File: src/rtl/pipe_stage_reg.sv
// -----------------------------------------------------------------------------
// pipe_stage_reg
//
// Parametrised pipeline boundary register placed between IF/ID/EX/MEM/WB.
// Carries pc, instruction word, decoded instruction code and a generic
// payload behind a valid/ready handshake. A two-entry skid buffer (main +
// skid) absorbs one extra entry after back-pressure appears, so in_ready is
// derived from registered state only and never combinationally from
// out_ready. A flush kills both held entries and leaves a nop bubble on the
// outputs. A saturating counter records cycles spent stalled downstream.
//
// Ports
//   clk          in   rising-edge clock for all state
//   reset        in   synchronous, active-high
//   flush        in   discard held entries, insert bubble (same edge)
//   in_valid     in   upstream entry valid
//   in_ready     out  stage can accept (= skid not occupied)
//   pc_in        in   [31:0]            upstream pc
//   instr_in     in   [31:0]            upstream instruction word
//   code_in      in   [CODE_W-1:0]      upstream decoded code
//   payload_in   in   [PAYLOAD_W-1:0]   upstream payload
//   out_valid    out  main entry valid
//   out_ready    in   downstream accepts
//   pc_out       out  [31:0]            main entry pc
//   instr_out    out  [31:0]            main entry instruction
//   code_out     out  [CODE_W-1:0]      main entry code
//   payload_out  out  [PAYLOAD_W-1:0]   main entry payload
//   stall_cnt    out  [CNT_W-1:0]       out_valid & !out_ready cycles, saturating
// -----------------------------------------------------------------------------
module pipe_stage_reg #(
    parameter int                PAYLOAD_W = 64,
    parameter int                CODE_W    = 6,
    parameter logic [CODE_W-1:0] NOP_CODE  = '0,
    parameter logic [31:0]       RESET_PC  = 32'h0000_3000,
    parameter int                CNT_W     = 16
) (
    input  logic                 clk,
    input  logic                 reset,
    input  logic                 flush,
    input  logic                 in_valid,
    output logic                 in_ready,
    input  logic [31:0]          pc_in,
    input  logic [31:0]          instr_in,
    input  logic [CODE_W-1:0]    code_in,
    input  logic [PAYLOAD_W-1:0] payload_in,
    output logic                 out_valid,
    input  logic                 out_ready,
    output logic [31:0]          pc_out,
    output logic [31:0]          instr_out,
    output logic [CODE_W-1:0]    code_out,
    output logic [PAYLOAD_W-1:0] payload_out,
    output logic [CNT_W-1:0]     stall_cnt
);

    // One pipeline entry as carried across the boundary.
    typedef struct packed {
        logic [31:0]          pc;
        logic [31:0]          instr;
        logic [CODE_W-1:0]    code;
        logic [PAYLOAD_W-1:0] payload;
    } entry_t;

    // Occupancy: EMPTY = nothing held, ONE = main only, FULL = main + skid.
    typedef enum logic [1:0] {
        S_EMPTY = 2'd0,
        S_ONE   = 2'd1,
        S_FULL  = 2'd2
    } state_t;

    // Non-valid registers always hold this, so downstream decode sees a nop
    // whenever out_valid is low without needing to gate on it.
    localparam entry_t BUBBLE = '{
        pc:      RESET_PC,
        instr:   32'h0,
        code:    NOP_CODE,
        payload: '0
    };

    localparam logic [CNT_W-1:0] CNT_ONE = CNT_W'(1);
    localparam logic [CNT_W-1:0] CNT_MAX = '1;

    state_t           r_state;
    entry_t           r_main;
    entry_t           r_skid;
    logic [CNT_W-1:0] r_stall_cnt;

    state_t           w_state_nxt;
    entry_t           w_main_nxt;
    entry_t           w_skid_nxt;
    entry_t           w_in_entry;
    logic             w_in_ready;
    logic             w_out_valid;
    logic             w_in_fire;
    logic             w_out_fire;
    logic             w_stall;

    assign w_in_entry = '{
        pc:      pc_in,
        instr:   instr_in,
        code:    code_in,
        payload: payload_in
    };

    // Both handshake signals come straight from the state register, which is
    // what keeps in_ready free of any combinational path from out_ready.
    assign w_in_ready  = (r_state != S_FULL);
    assign w_out_valid = (r_state != S_EMPTY);
    assign w_in_fire   = in_valid  & w_in_ready;
    assign w_out_fire  = w_out_valid & out_ready;
    assign w_stall     = w_out_valid & ~out_ready;

    // Next-state / datapath selection. Reset is applied in the register
    // process; flush overrides the handshake here.
    always_comb begin
        w_state_nxt = r_state;
        w_main_nxt  = r_main;
        w_skid_nxt  = r_skid;

        if (flush) begin
            // A concurrent in_fire is dropped: upstream kills it with the
            // same flush.
            w_state_nxt = S_EMPTY;
            w_main_nxt  = BUBBLE;
            w_skid_nxt  = BUBBLE;
        end else begin
            unique case (r_state)
                S_EMPTY: begin
                    if (w_in_fire) begin
                        w_main_nxt  = w_in_entry;
                        w_state_nxt = S_ONE;
                    end
                end
                S_ONE: begin
                    if (w_in_fire && w_out_fire) begin
                        w_main_nxt = w_in_entry;
                    end else if (w_in_fire) begin
                        // Downstream stalled this cycle: park the new entry
                        // behind main; in_ready drops next cycle.
                        w_skid_nxt  = w_in_entry;
                        w_state_nxt = S_FULL;
                    end else if (w_out_fire) begin
                        w_main_nxt  = BUBBLE;
                        w_state_nxt = S_EMPTY;
                    end
                end
                S_FULL: begin
                    // in_ready is low here, so only the drain can happen.
                    if (w_out_fire) begin
                        w_main_nxt  = r_skid;
                        w_skid_nxt  = BUBBLE;
                        w_state_nxt = S_ONE;
                    end
                end
                default: begin
                    w_state_nxt = S_EMPTY;
                    w_main_nxt  = BUBBLE;
                    w_skid_nxt  = BUBBLE;
                end
            endcase
        end
    end

    always_ff @(posedge clk) begin
        if (reset) begin
            r_state     <= S_EMPTY;
            r_main      <= BUBBLE;
            r_skid      <= BUBBLE;
            r_stall_cnt <= '0;
        end else begin
            r_state <= w_state_nxt;
            r_main  <= w_main_nxt;
            r_skid  <= w_skid_nxt;
            // Performance counter survives flush; only reset clears it.
            if (w_stall && (r_stall_cnt != CNT_MAX)) begin
                r_stall_cnt <= r_stall_cnt + CNT_ONE;
            end
        end
    end

    assign in_ready    = w_in_ready;
    assign out_valid   = w_out_valid;
    assign pc_out      = r_main.pc;
    assign instr_out   = r_main.instr;
    assign code_out    = r_main.code;
    assign payload_out = r_main.payload;
    assign stall_cnt   = r_stall_cnt;

endmodule

File: config.mk
export PLATFORM = sky130hd
export DESIGN_NAME = pipe_stage_reg
export DESIGN_NICKNAME = d
export VERILOG_FILES = /design/src/rtl/pipe_stage_reg.sv
export SDC_FILE = /design/constraint.sdc
export NUM_CORES = 1
export LEC_CHECK = 0
export ABC_AREA = 1
export BUFFER_PORTS_ARGS = -buffer_cell sky130_fd_sc_hd__buf_2
export CAP_MARGIN = 20
export CORE_MARGIN = 2
export CORE_UTILIZATION = 50
export DETAILED_ROUTE_END_ITERATION = 8
export MAX_ROUTING_LAYER = met4
export PLACE_DENSITY = 0.83
export RECOVER_POWER = 100
export SLEW_MARGIN = 25
export SYNTH_ARGS = -nofsm -noshare
export SYNTH_HDL_FRONTEND = slang
export SYNTH_SLANG_ARGS = --single-unit
File: constraint.sdc
create_clock -name clk -period 3.2 [get_ports clk]
set_input_delay 0.48 -clock clk [delete_from_list [all_inputs] [get_ports clk]]
set_output_delay 0.48 -clock clk [all_outputs]
set_load 0.05 [all_outputs]
# --- Word level (Yosys, flattened, before mapping) ---
# Index checks and enable logic that the tools add are counted.
word_totals:
  input_bits: 139
  register_bits: 286
  elab_cells: 49
  output_inout_bits: 152
classes:
  muxes: 14
  n_reduce_logical: 8
  bitwise_logic: 5
  eq_ne: 11
  add_sub_neg: 1
op_table:
  columns: ["op", "count"]
  rows:
  - ["$mux W134", 6]
  - ["$pmux W134 S3", 2]
  - ["$add A16 B1 Y16 const B", 1]
  - ["$ne A16 B16 Y1 const B", 1]
  - ["$reduce_and A4 Y1", 3]
  - ["$mux W2", 5]
  - ["$ne A2 B2 Y1 const B", 5]
  - ["$ne A3 B3 Y1 const B", 3]
  - ["$pmux W2 S3", 1]
  - ["$and A1 B1 Y1", 3]
  - ["$eq A2 B1 Y1 const B", 1]
  - ["$eq A2 B2 Y1 const B", 1]
  - ["$logic_and A1 B1 Y1", 2]
  - ["$logic_not A2 Y1", 1]
  - ["$not A1 Y1", 2]
  - ["$reduce_bool A2 Y1", 1]
  - ["$reduce_or A2 Y1", 1]

# --- Depth between registers and ports, before layout ---
logic_depth:
  depth_word: 6
  mapped_depth: 11
  ltp_nobuf: 9

# --- Least setup slack after synthesis ---
# No wires, ideal clock.
synth_timing:
  path_kind: "register to register"
  startpoint: "register r_stall_cnt[0] (netlist: stall_cnt[0])"
  endpoint: "register r_stall_cnt[11] (netlist: stall_cnt[11])"
  synth_period_minus_slack_ps: 1920
  n_path_buf: 0
  setup_ps: 70
  path_stages_with_launch: 8
  t_required_ps: 3130
  slack_ps: 1280
  t_arrival_ps: 1849
  path_cell_list: "dfxtp_1 > ha_1 > nand2_1 > nor2_1 > nand2_1 > o21ai_1 > nand2_1 > a21oi_1"
synth_between:
  elab_chain_cells: 2
  elab_cells_between_ends: 3
  classes_between: "add/sub: 1; eq/ne: 1; reduce/logical: 1"
synth_lines:
  columns: ["element", "line_no", "source"]
  rows:
  - ["start: declaration", "85", "logic [CNT_W-1:0] r_stall_cnt;"]
  - ["start signal: assignment", "175", "r_stall_cnt <= r_stall_cnt + CNT_ONE;"]
  - ["parallel branches: the longest is 2 deep, another holds $add A16 B1 Y16", null, null]
# Several ways; the timed one is not identified.
# A chain may end at the register's enable or synchronous reset.

# --- Worst setup path after layout ---
layout_timing:
  startpoint: "register r_state[0]"
  endpoint: "output out_valid"
layout_between:
  elab_chain_cells: 1
layout_lines:
  columns: ["element", "line_no", "source"]
  rows:
  - ["start: declaration", "82", "state_t r_state;"]
  - ["start signal: assignment", "170", "r_state <= w_state_nxt;"]
  - ["$reduce_bool A2 Y1", "107", "assign w_out_valid = (r_state != S_EMPTY);"]
  - ["end: declaration", "46", "output logic out_valid,"]
# No other way between the ends.

==> PnR_summary.wiki <==
{| class="wikitable"
! Metric !! Value
|-
| Result of the run || finished, final reports clean
|-
| Share of the synthesized area in compound gates (AO/OA/AOI/OAI) || 19.7%
|-
| Peak VDD IR || 0.000457 V
|-
| H-tree Lvls || 1
|-
| Grt ovf || 0
|-
| # resized after CTS || 0
|-
| Clock root cell || sky130_fd_sc_hd__clkbuf_16
|-
| Setup repair after global routing missed its margin || false
|-
| Depth of the critical timing path with buffers and inverters included || 3
|-
| Number of nets still failing antenna checks after routing || 0
|-
| Combinational family with the most area after synthesis || simple AND/OR/NAND/NOR gates
|-
| Critical path origin || r_state[0]$_SDFFE_PP0P_
|-
| Power density cells || 549 mW/mm^2
|-
| Die Width || 164 um
|-
| Worst slew pin tran || 1.19 ns
|-
| Area Growth Syn to Fin || 18.3%
|-
| Final setup fails || 0
|-
| Clock latency on the worst-skew pair || 0.56 ns
|-
| Area of the mapped netlist || 0.0128 mm^2
|-
| Count of fill cells added during filler insertion || 2350
|-
| Gr usage total || 28.1%
|-
| Cell breakdown of the critical path || nor2_4 -> inv_2 -> clkbuf_1
|-
| Count of yosys warnings during synthesis || 0
|-
| Clock transition at the registers of the reported paths || 0.06 ns
|-
| Count of standard-cell rows || 58
|-
| Peak fanout along the critical path || 30
|-
| CP max stage delay || 0.60 ns
|-
| Buffers on Ports || 290
|-
| Via count normalized by instance count || 5.41
|-
| Fraction of the cycle the final worst path needs || 89.6%
|-
| Hold-critical path depth || 3
|-
| Multiplexer area fraction after synthesis || 0%
|-
| Number of hold-repair buffers added at the cts stage || 0
|-
| Avg Synthesized Cell Area || 6.81 um^2
|-
| XOR/XNOR share of the synthesized area || 0.412%
|-
| Top-area cell type share of the netlist area || 44.9%
|-
| Number of clock sinks || 286
|-
| Origin of the worst min-delay path || pc_in[13]
|-
| Hold Vio Cnt, Final || 0
|-
| Largest net degree at the start of global routing || 169
|-
| Area of the die || 0.0268 mm^2
|-
| CP Launch Type || flop
|-
| Flip-flop and latch area || 0.00573 mm^2
|-
| R2r startpoint || r_state[1]$_SDFFE_PP0P_
|-
| Via count of the first global-routing pass || 12300
|-
| Setup Crit Path Kind || reg -> out
|-
| FMAX || 0.349 GHz
|-
| Critical path endpoint category || output port
|-
| Wire length after detailed routing || 38000 um
|-
| Max-cap violations || 0
|-
| Slack of the worst reg-to-reg path || 0.45 ns
|-
| CTS tree || yes
|-
| Area of combinational cells with multiple inputs || 0.00589 mm^2
|-
| Total I/O pin count || 291
|-
| Iteration-0 DRC Markers || 1305
|-
| Clock buffer count from CTS || 30
|-
| Worst reg2reg endpoint || r_skid[4]$_SDFFE_PP0P_
|-
| Post-synthesis instance total || 1873
|-
| Worst slew margin || 20.4%
|-
| Logic depth of the worst register-to-register path || 7
|-
| Critical-path top delay cell || sky130_fd_sc_hd__dfxtp_1
|-
| Tmin final || 2.87 ns
|-
| Leakage power || 0.00599 uW
|-
| Number of iterations in the first detailed-routing pass || 6
|-
| Critical Path RT || 2.72 ns
|-
| DRC || 0
|-
| Fraction of the yosys area taken by sequential cells || 44.9%
|-
| Net count of the mapped netlist || 2013
|-
| Buffers & Inverters on Critical Path || 2
|-
| Height of the die || 164 um
|-
| Vias after detailed routing || 13200
|-
| Max-slew violation total from the final report || 0
|-
| Data arrival time of the worst path || 2.39 ns
|-
| Nets || 2219
|-
| First-pass GRT wire length || 60000 um
|-
| Unique masters post-synth || 29
|-
| Starting density of the core || 50.8%
|-
| Global placer's final weighted congestion || 0.844
|-
| Cell accounting for the most synthesized area || sky130_fd_sc_hd__dfxtp_1
|-
| Synthesized flop and latch total || 286
|-
| Largest cells by area after synthesis || sky130_fd_sc_hd__dfxtp_1 (45%), sky130_fd_sc_hd__nand2_1 (17%), sky130_fd_sc_hd__a21oi_1 (10%), sky130_fd_sc_hd__nor2_1 (5.5%), sky130_fd_sc_hd__o21ai_0 (4.4%)
|-
| Post-CTS Setup Inserts || 0
|-
| Placeable core region || 0.0251 mm^2
|-
| Maximum clock path buffer count || 3
|-
| Hold Slack || 0.184 ns
|-
| WL per Instance || 15.5 um
|-
| Worst path top cell family by delay || buffers and inverters
|-
| Initial antenna violation count || 12
|-
| Terminating pin of the worst hold path || r_skid[115]$_SDFFE_PP1P_
|-
| Adder-Cell Fraction of Synth Area || 0.0981%
|-
| Simple-Gate Fraction of Synth Area || 26.0%
|-
| Accumulated negative setup slack || 0 ns
|-
| Final worst clock skew || 0.00979 ns
|-
| Class of the tightest hold or removal check || in -> reg
|-
| Layout cell share with drive strength beyond 1 || 10.6%
|-
| Placed wire-length estimate after detailed placement || 23200 um
|}
[synth_stat cells (all sizes together)]
cell type	instances
dfxtp	286
xnor2	2
buf	79
nor3	1
nand3b	1
a21oi	254
nand3	72
clkbuf	60
clkinv	4
nand4	5
ha	1
o211ai	51
nor2	191
a211oi	18
o21ai	114
inv	132
o22ai	24
xor2	4
nand2	574
[placed cells by master, fill, tap and decap left out, types with 2 or more instances in the layout]
| cell type | instances |
|---|---|
| sky130_fd_sc_hd__nand2_1 | 571 |
| sky130_fd_sc_hd__dfxtp_1 | 286 |
| sky130_fd_sc_hd__a21oi_1 | 254 |
| sky130_fd_sc_hd__nor2_1 | 189 |
| sky130_fd_sc_hd__clkbuf_1 | 158 |
| sky130_fd_sc_hd__buf_2 | 138 |
| sky130_fd_sc_hd__inv_1 | 129 |
| sky130_fd_sc_hd__o21ai_0 | 113 |
| sky130_fd_sc_hd__nand3_1 | 71 |
| sky130_fd_sc_hd__o211ai_1 | 51 |
| sky130_fd_sc_hd__clkbuf_16 | 31 |
| sky130_fd_sc_hd__o22ai_1 | 24 |
| sky130_fd_sc_hd__a211oi_1 | 18 |
| sky130_fd_sc_hd__buf_4 | 16 |
| sky130_fd_sc_hd__diode_2 | 12 |
| sky130_fd_sc_hd__clkinv_2 | 7 |
| sky130_fd_sc_hd__nand4_1 | 5 |
| sky130_fd_sc_hd__clkbuf_8 | 5 |
| sky130_fd_sc_hd__inv_2 | 4 |
| sky130_fd_sc_hd__xor2_1 | 4 |
| sky130_fd_sc_hd__bufinv_16 | 4 |
| sky130_fd_sc_hd__buf_12 | 3 |
| sky130_fd_sc_hd__nor2_4 | 2 |
| sky130_fd_sc_hd__nand2_4 | 2 |
| sky130_fd_sc_hd__xnor2_1 | 2 |
| sky130_fd_sc_hd__clkbuf_2 | 2 |
| sky130_fd_sc_hd__buf_6 | 2 |
[worst max path at each step]
stage	endpoint	slack [ns]
3_5_place_dp	r_skid[38]$_SDFFE_PP0P_	0.61
2_1_floorplan	stall_cnt[11]$_SDFFE_PP0P_	1.28
6_report	out_valid	0.33
4_1_cts	out_valid	0.42
3_3_place_gp	payload_out[0]$_SDFFE_PP0P_	0.70
5_1_grt	r_skid[38]$_SDFFE_PP0P_	0.19
[flip-flops by register name (all words and copies together) (netlist names)]
name,flops
instr_out,32
r_state,2
stall_cnt,16
pc_out,32
r_skid,134
code_out,6
payload_out,64
[final cells by class]
type,count,share of cell area (%)
tap,330,2.74
inverter,136,3.43
multi-input combinational,1312,39.0
sequential,286,37.9
timing repair buffer,313,9.79
clock buffer,43,5.77
clock inverter,13,1.14
antenna,12,0.199
[through the flow]
stage,power (uW),std cells,instance area (um^2),utilization (%),worst slack [ns]
finish,8290,2445,15100,60.1,0.334
CTS,8350,2433,15300,61.0,0.422
floorplan,4420,1873,12800,-,1.28
global route,8570,2445,15100,60.1,0.187
global placement,4700,2377,14300,56.8,0.703
detailed placement,4710,2377,14300,56.8,0.609
[metal layers]
| layer | GRT usage [%] | share of wire, % |
|---|---|---|
| met2 | 45.9 | 47 |
| met4 | 11.6 | 3.2 |
| met1 | 34.7 | 42 |
| met5 | - | 0 |
| met3 | 4.37 | 8.4 |
[cells by family after synthesis]
| group | count (synthesis) |
|---|---|
| AO/OA/AOI/OAI | 461 |
| XOR/XNOR | 6 |
| adder cells (fa/ha/maj) | 1 |
| buffers and inverters | 275 |
| flip-flops | 286 |
| AND/OR/NAND/NOR | 844 |
[worst register-to-register path, delay by kind of cell (launching register included)]
kind / cells / cell delay, ns
flip-flops: 1 / 0.48
AND/OR/NAND/NOR: 2 / 0.32
buffers and inverters: 3 / 1.48
AO/OA/AOI/OAI: 2 / 0.40
[where the power goes]
part | internal, uW | switching [uW] | leakage (uW) | total [uW]
combinational | 251 | 695 | 0.00316 | 946
clock | 2210 | 1460 | 0.000514 | 3660
sequential | 3640 | 41.4 | 0.00232 | 3680
Note: power is estimated with default switching activity, not from simulation.
